<file path="src/rtl/decodificador_teclado.sv">
// decodificador_teclado: debounced 4x4 keypad decoder driven by an external one-hot column scan.
// Define KEYPAD_SYNC_EN to pass filas/columnas through 2-flop synchronizers (adds 2 cycles latency).
module decodificador_teclado #(
    parameter int DEBOUNCE_SCANS = 4
) (
    input  logic       clk,
    input  logic       rst_n,
    input  logic [3:0] columnas,
    input  logic [3:0] filas,
    output logic [3:0] tecla,
    output logic       tecla_valida,
    output logic       tecla_presionada
);
    typedef enum logic [1:0] {IDLE, DEBOUNCE, PRESSED} state_t;
    localparam logic [7:0] LIM = 8'(DEBOUNCE_SCANS);
    state_t state_q, state_d;
    logic [7:0] cnt_q, cnt_d, rel_q, rel_d;
    logic [1:0] col_q, col_d, row_q, row_d;
    logic [3:0] tecla_d;
    logic valida_d, pres_d;
    logic [3:0] col_smp, fil_smp;
`ifdef KEYPAD_SYNC_EN
    logic [3:0] col_s1, fil_s1;
    always_ff @(posedge clk or negedge rst_n) begin
        if (!rst_n) begin
            col_s1  <= '0;
            fil_s1  <= '0;
            col_smp <= '0;
            fil_smp <= '0;
        end else begin
            col_s1  <= columnas;
            fil_s1  <= filas;
            col_smp <= col_s1;
            fil_smp <= fil_s1;
        end
    end
`else
    assign col_smp = columnas;
    assign fil_smp = filas;
`endif
    logic valid, hit, row_on;
    logic [1:0] col_idx, row_idx;
    assign valid   = (col_smp != 4'd0) && ((col_smp & (col_smp - 4'd1)) == 4'd0);
    assign col_idx = col_smp[0] ? 2'd0 : col_smp[1] ? 2'd1 : col_smp[2] ? 2'd2 : 2'd3;
    assign row_idx = fil_smp[0] ? 2'd0 : fil_smp[1] ? 2'd1 : fil_smp[2] ? 2'd2 : 2'd3;
    assign hit     = valid && col_smp[col_q];
    assign row_on  = fil_smp[row_q];
    always_comb begin
        state_d  = state_q;
        cnt_d    = cnt_q;
        rel_d    = rel_q;
        col_d    = col_q;
        row_d    = row_q;
        tecla_d  = tecla;
        valida_d = 1'b0;
        pres_d   = tecla_presionada;
        case (state_q)
            IDLE: if (valid && fil_smp != 4'd0) begin
                col_d   = col_idx;
                row_d   = row_idx;
                cnt_d   = 8'd1;
                state_d = DEBOUNCE;
            end
            DEBOUNCE: if (cnt_q >= LIM) begin
                state_d  = PRESSED;
                tecla_d  = {row_q, col_q};
                valida_d = 1'b1;
                pres_d   = 1'b1;
                cnt_d    = 8'd0;
                rel_d    = 8'd0;
            end else if (hit) begin
                cnt_d   = !row_on ? 8'd0 : (cnt_q == 8'hFF) ? cnt_q : cnt_q + 8'd1;
                state_d = row_on ? DEBOUNCE : IDLE;
            end
            PRESSED: if (rel_q >= LIM) begin
                state_d = IDLE;
                pres_d  = 1'b0;
                rel_d   = 8'd0;
            end else if (hit) begin
                rel_d = row_on ? 8'd0 : (rel_q == 8'hFF) ? rel_q : rel_q + 8'd1;
            end
            default: state_d = IDLE;
        endcase
    end
    always_ff @(posedge clk or negedge rst_n) begin
        if (!rst_n) begin
            state_q          <= IDLE;
            cnt_q            <= '0;
            rel_q            <= '0;
            col_q            <= '0;
            row_q            <= '0;
            tecla            <= '0;
            tecla_valida     <= 1'b0;
            tecla_presionada <= 1'b0;
        end else begin
            state_q          <= state_d;
            cnt_q            <= cnt_d;
            rel_q            <= rel_d;
            col_q            <= col_d;
            row_q            <= row_d;
            tecla            <= tecla_d;
            tecla_valida     <= valida_d;
            tecla_presionada <= pres_d;
        end
    end
endmodule

</file>
<file path="config.mk">
export PLATFORM = sky130hd
export DESIGN_NAME = decodificador_teclado
export DESIGN_NICKNAME = d
export VERILOG_FILES = /design/src/rtl/decodificador_teclado.sv
export SDC_FILE = /design/constraint.sdc
export NUM_CORES = 1
export LEC_CHECK = 0
export ABC_AREA = 1
export CORE_UTILIZATION = 44
export CTS_BUF_LIST = sky130_fd_sc_hd__clkbuf_4 sky130_fd_sc_hd__clkbuf_8
export CTS_CLUSTER_SIZE = 25
export DETAILED_ROUTE_END_ITERATION = 8
export HOLD_SLACK_MARGIN = 0.02
export MAX_ROUTING_LAYER = met4
export PLACE_DENSITY = 0.69
export SYNTH_ARGS = -nofsm -noshare
export SYNTH_HDL_FRONTEND = slang
export SYNTH_SLANG_ARGS = --single-unit
</file>
<file path="constraint.sdc">
create_clock -name clk -period 1.7 [get_ports clk]
set_input_delay 0.51 -clock clk [delete_from_list [all_inputs] [get_ports clk]]
set_output_delay 0.51 -clock clk [all_outputs]
set_load 0.01 [all_outputs]
</file>
Word level (Yosys, flattened, before mapping)
Cells that the tools add are included.

storage, ports and cells
  word-level logic and storage cells = 75
  flip-flop bits (word level) = 28
  bits in latches = 0
  output and inout port bits = 6
  memories kept = 0
  RAM bits = 0
  ROM bits = 0

cells by class
  bitwise logic cells = 1
  add/sub/neg operators = 3
  muxes and demuxes = 33
  shift operators = 0
  equal/unequal tests = 11
  magnitude comparators = 4
  multipliers = 0
  divide/modulo/power cells = 0
  reduce and logical (&&, ||, !) cells = 15

operators with widths
  operator                                                     count
  2-to-1 mux 8 bit                                             10
  case mux 8 bit (2 select lines)                              2
  adder 8 x 1 -> 8 bit (second input constant)                 2
  equality test 8 bit (second input constant)                  2
  >= comparator 8 x 3 -> 1 bit (second input constant)         2
  2-to-1 mux 2 bit                                             8
  2-to-1 mux 1 bit                                             9
  != test 4 bit (second input constant)                        2
  AND reduction 4 bit                                          2
  nonzero test 4 bit                                           2
  less-than comparator 2 x 3 -> 1 bit (second input constant)  2
  != test 2 bit (second input constant)                        3
  != test 3 bit (second input constant)                        2
  case mux 2 bit (3 select lines)                              1
  AND reduction 3 bit                                          2
  bitwise AND 4 bit                                            1
  binary-select mux 1 bit (select 2 bit)                       2
  logical NOT 4 bit                                            1
  AND reduction 2 bit                                          2
  nonzero test 2 bit                                           2
  subtractor 4 x 1 -> 4 bit (second input constant)            1
  logical AND 1 bit                                            3
  equality test 2 x 1 -> 1 bit (second input constant)         1
  equality test 2 bit (second input constant)                  1
  2 further kinds                                              2

Depth between registers and ports, before layout
Gate-level depths: netlist of the first run.

  depth after elaboration = 8
  gate-level depth with buffers = 10
  depth with buffers taken out = 10

Worst setup path after synthesis of the first run
OpenSTA, ideal clock, no wires.

  path kind = input to register
  from = in columnas[1]
  to = reg cnt_q[0]
  buffers on the path = 0
  cell stages on the path = 8
  library setup time = 0.118 ns
  data arrival time = 1.199 ns
  slack = 0.383 ns
  path through = inv_1 -> nand2_1 -> o21ai_0 -> nand4_2 -> nand2_2 -> nand3_4 -> nand2_1 -> nand2_1

on the way
  word-level cells in the longest chain between the ends = 7
  elaborated cells between the ends (all ways) = 12
  those cells by class = add/sub (1); eq/ne (2); mux (2); bitwise (1); reduce/logical (6)

RTL lines
  element                                                   line    source
  start: declaration                                        8       input logic [3:0] columnas,
  subtractor 4 x 1 -> 4 bit                                 43      assign valid = (col_smp != 4'd0) && ((col_smp & (col_smp - 4'd1)) == 4'd0);
  bitwise AND 4 bit                                         43
  logical NOT 4 bit                                         43
  logical AND 1 bit                                         43
  logical AND 1 bit, on equally long branches               46, 58
  != test 3 bit (no line) or != test 2 bit (tied branches)  --
  AND reduction 4 bit (no line) *                           --
  end signal: assignment                                    97      cnt_q <= cnt_d;
  end: declaration                                          17      logic [7:0] cnt_q, cnt_d, rel_q, rel_d;

Mark *: on every way between the ends. The rest lies on a longest branch, timed or not. The select of a mux whose other input is x is not followed.
A chain may end at the register's enable or synchronous reset.

Worst setup path in the final report of the first run
Same ends and word-level chain as after synthesis.

==> impl_results.md, run 1 <==
* Status: complete, no violations
* Post-Route Utilization at 55.6%
* Critical Path Max Stage Delay at 0.46 ns
* Final WL at 2.81 mm
* Avg WL per Cell at 11.4 um
* Cell Count, Final, Fillers Out at 246
* CTS Buffer Depth at 2
* Critical path's most frequent cell: nand2_1
* CTS tree: yes
* # setup viols final at 0
* Die Wd at 59.5 um
* Crit path time final at 1.59 ns
* PD cells at 1240 nW/um2
* Static Leakage at 0.956 nW
* Violation count after the first detailed-route iteration at 45
* Worst reg2reg startpoint: state_q[1]
* Initial antenna violation count at 0
* Sequential fraction of the synthesis area at 48.2%
* Hold depth at 2
* Post-synthesis register bit count at 28
* Top Ports at 16
* FILL cells at 297
* Post-Syn Area at 1450 um2
* Vias post-DR at 1178
* Post-synth top area share at 48.2%
* Final Hold Fails at 0
* Clock Root Buffer: clkbuf_4
* Yosys warning count at 0
* Later-pin clock latency in the skew report at 0.32 ns
* Layout area overhead at 18.8%
* Max cap viols at 0
* Most common cell after layout, fill and taps aside: nand2_1
* Hold Crit Class: flop to flop
* Synth Area per Inst at 8.12 um2
* Endpoint, Worst Hold: cnt_q[6]
* Power, Total at 2.14 mW
* CP Data Arrival Time at 1.81 ns
* Worst-Margin Slew at 0.354 ns
* Most frequent cells in the layout: nand2_1, inv_1, dfrtp_1
* Chip height at 59.5 um
* Layout cells sized above 1 at 13.9%
* Relative slew slack at 76.4%
* Gate Count Post-Synth at 179
* Routability congestion estimate at 0.871
* Final HPWL DP at 2.04 mm
* Worst ir drop on vdd at 0.000546 V
* Die area at 3540 um2
* Startpoint class of the critical path: primary input
* Max Fanout on Critical Path at 8
* ANT nets after route at 0
* Layout net count at 218
* Tcrit/Tclk final at 93.8%
* RSZ-0062 raised after global routing: no
* Synth unique cells at 20
* CP Capture Type: flop
* H-tree depth at 1
* Gr usage total at 18.1%
* Fin. max-slew vios at 0
* Number of global-route vias before repair at 1134
* Hold Crit Start: cnt_q[6]
* Largest area contributor in the netlist: dfrtp_1
* Area occupied by multi-input gates at 628 um2
* Clk sink count at 28
* Synthesized Nets at 193
* Largest net degree at the start of global routing at 29
* Vias/cell at 4.79
* Cells after DPL at 241
* FF-to-FF path depth at 8
* Wire length of the first global-routing pass at 4.69 mm
* Critical Path, Cell by Cell: clkdlybuf4s50_1 > inv_2 > nand2_1 > o21ai_1 > nand4_2 > nand2_4 > nand3_4 > nand2_1 > nand2_1
* F_max at 627 MHz
* FF+latch area at 701 um2
* Ant diodes at 0
* Total CTS buffers at 3
* Synth top area cells: dfrtp_1, nand2_1, inv_1, ha_1, o21ai_0
* Initial Utilization at 46.8%
* Core ar. at 3100 um2
* # port buffers at 15
* Reg-to-reg endpoint: rel_q[2]
* Worst-path clk slew at 0.13 ns
* Num rows at 20
* Critical path type: primary input to flop
* DRT Pass-1 Iters at 4
* Setup tns final at 0 ns
* GRT Residual Overflow at 0
* DRC viols at 0
* Worst endpoint required time at 1.92 ns
* Fin Clk Skew at 0.0131 ns
* R2R Setup Slk at 0.34 ns
* Slowest cell on crit path: clkdlybuf4s50_1
==> synthesized netlist by cell type, drive strengths merged <==
cell type,instances
nand4,8
nand3,8
buf,1
nand2,56
a21boi,3
inv,33
ha,4
nor2,19
dfrtp,28
a21oi,3
xor2,2
o21ai,14
==> critical path, delay by kind of cell <==
family          cells  cell delay, ns
compound gates      1            0.11
buf+inv             2            0.56
simple gates        6            0.64
==> kinds of logic after synthesis <==
logic type | count (synthesis) | share of synthesized area [%]
XOR/XNOR | 2 | 1.21
adder cells (fa/ha/maj) | 4 | 3.45
AO/OA/AOI/OAI | 20 | 7.41
AND/OR/NAND/NOR | 91 | 30.8
flip-flops | 28 | 48.2
buffers and inverters | 34 | 8.87
==> worst max-delay path by stage <==
stage / startpoint / end / slack (ns) / cells past startpoint
finish: columnas[1] / cnt_q[0] / 0.11 / 9
global route: columnas[1] / cnt_q[2] / 0.001 / 9
CTS: columnas[2] / cnt_q[0] / 0.06 / 7
detailed placement: columnas[2] / cnt_q[0] / -0.29 / 7
global placement: columnas[3] / cnt_q[0] / -0.20 / 11
floorplan: columnas[1] / cnt_q[0] / 0.38 / 8
==> power breakdown <==
part | switching (mW) | total (mW) | internal (mW)
combinational | 0.607 | 0.951 | 0.343
clock | 0.180 | 0.263 | 0.0831
sequential | 0.104 | 0.925 | 0.820
==> what timing repair did <==
item                       in CTS  in global routing
buffers inserted                0                  2
gates resized for setup         6                  7
pin swaps                       0                  2
setup endpoints to repair       6                  8
hold buffers                    0                  0
==> flip-flops by register name, summed over array words and instances, names as in the netlist <==
register          cells
tecla                 4
state_q               2
tecla_presionada      1
cnt_q                 8
col_q                 2
row_q                 2
tecla_valida          1
rel_q                 8
==> stage by stage <==
| step | hold slack [ns] | setup slack [ns] | cell area (um2) |
|---|---|---|---|
| 2_1_floorplan | 0.214 | 0.383 | 1450 |
| 3_3_place_gp | 0.449 | -0.201 | 1680 |
| 3_5_place_dp | 0.453 | -0.293 | 1680 |
| 4_1_cts | 0.487 | 0.0606 | 1700 |
| 5_1_grt | 0.518 | 0.000969 | 1730 |
| 6_report | 0.482 | 0.106 | 1730 |
==> per-layer routing <==
layer	global-route usage (%)	vias up	part of all wire, %
met5	-	-	0
met4	8.84	0	2.4
met3	2.18	8	4.5
met2	29.2	36	47
met1	22.5	532	46
li1	-	602	-
==> cell type report <==
| class | count | share of cell area (%) |
|---|---|---|
| clock buffer | 3 | 1.31 |
| inverter | 33 | 7.18 |
| multi-input combinational | 117 | 36.4 |
| sequential | 28 | 40.6 |
| tap | 44 | 3.19 |
| timing repair buffer | 21 | 11.3 |
Note: power is estimated with default switching activity, not from simulation.
==> run 2, diff against run 1 <==
TNS_END_PERCENT = 20   (was not set)
==> results of run 2 <==
The final DEF is identical to that of run 1; final timing and power are the same.
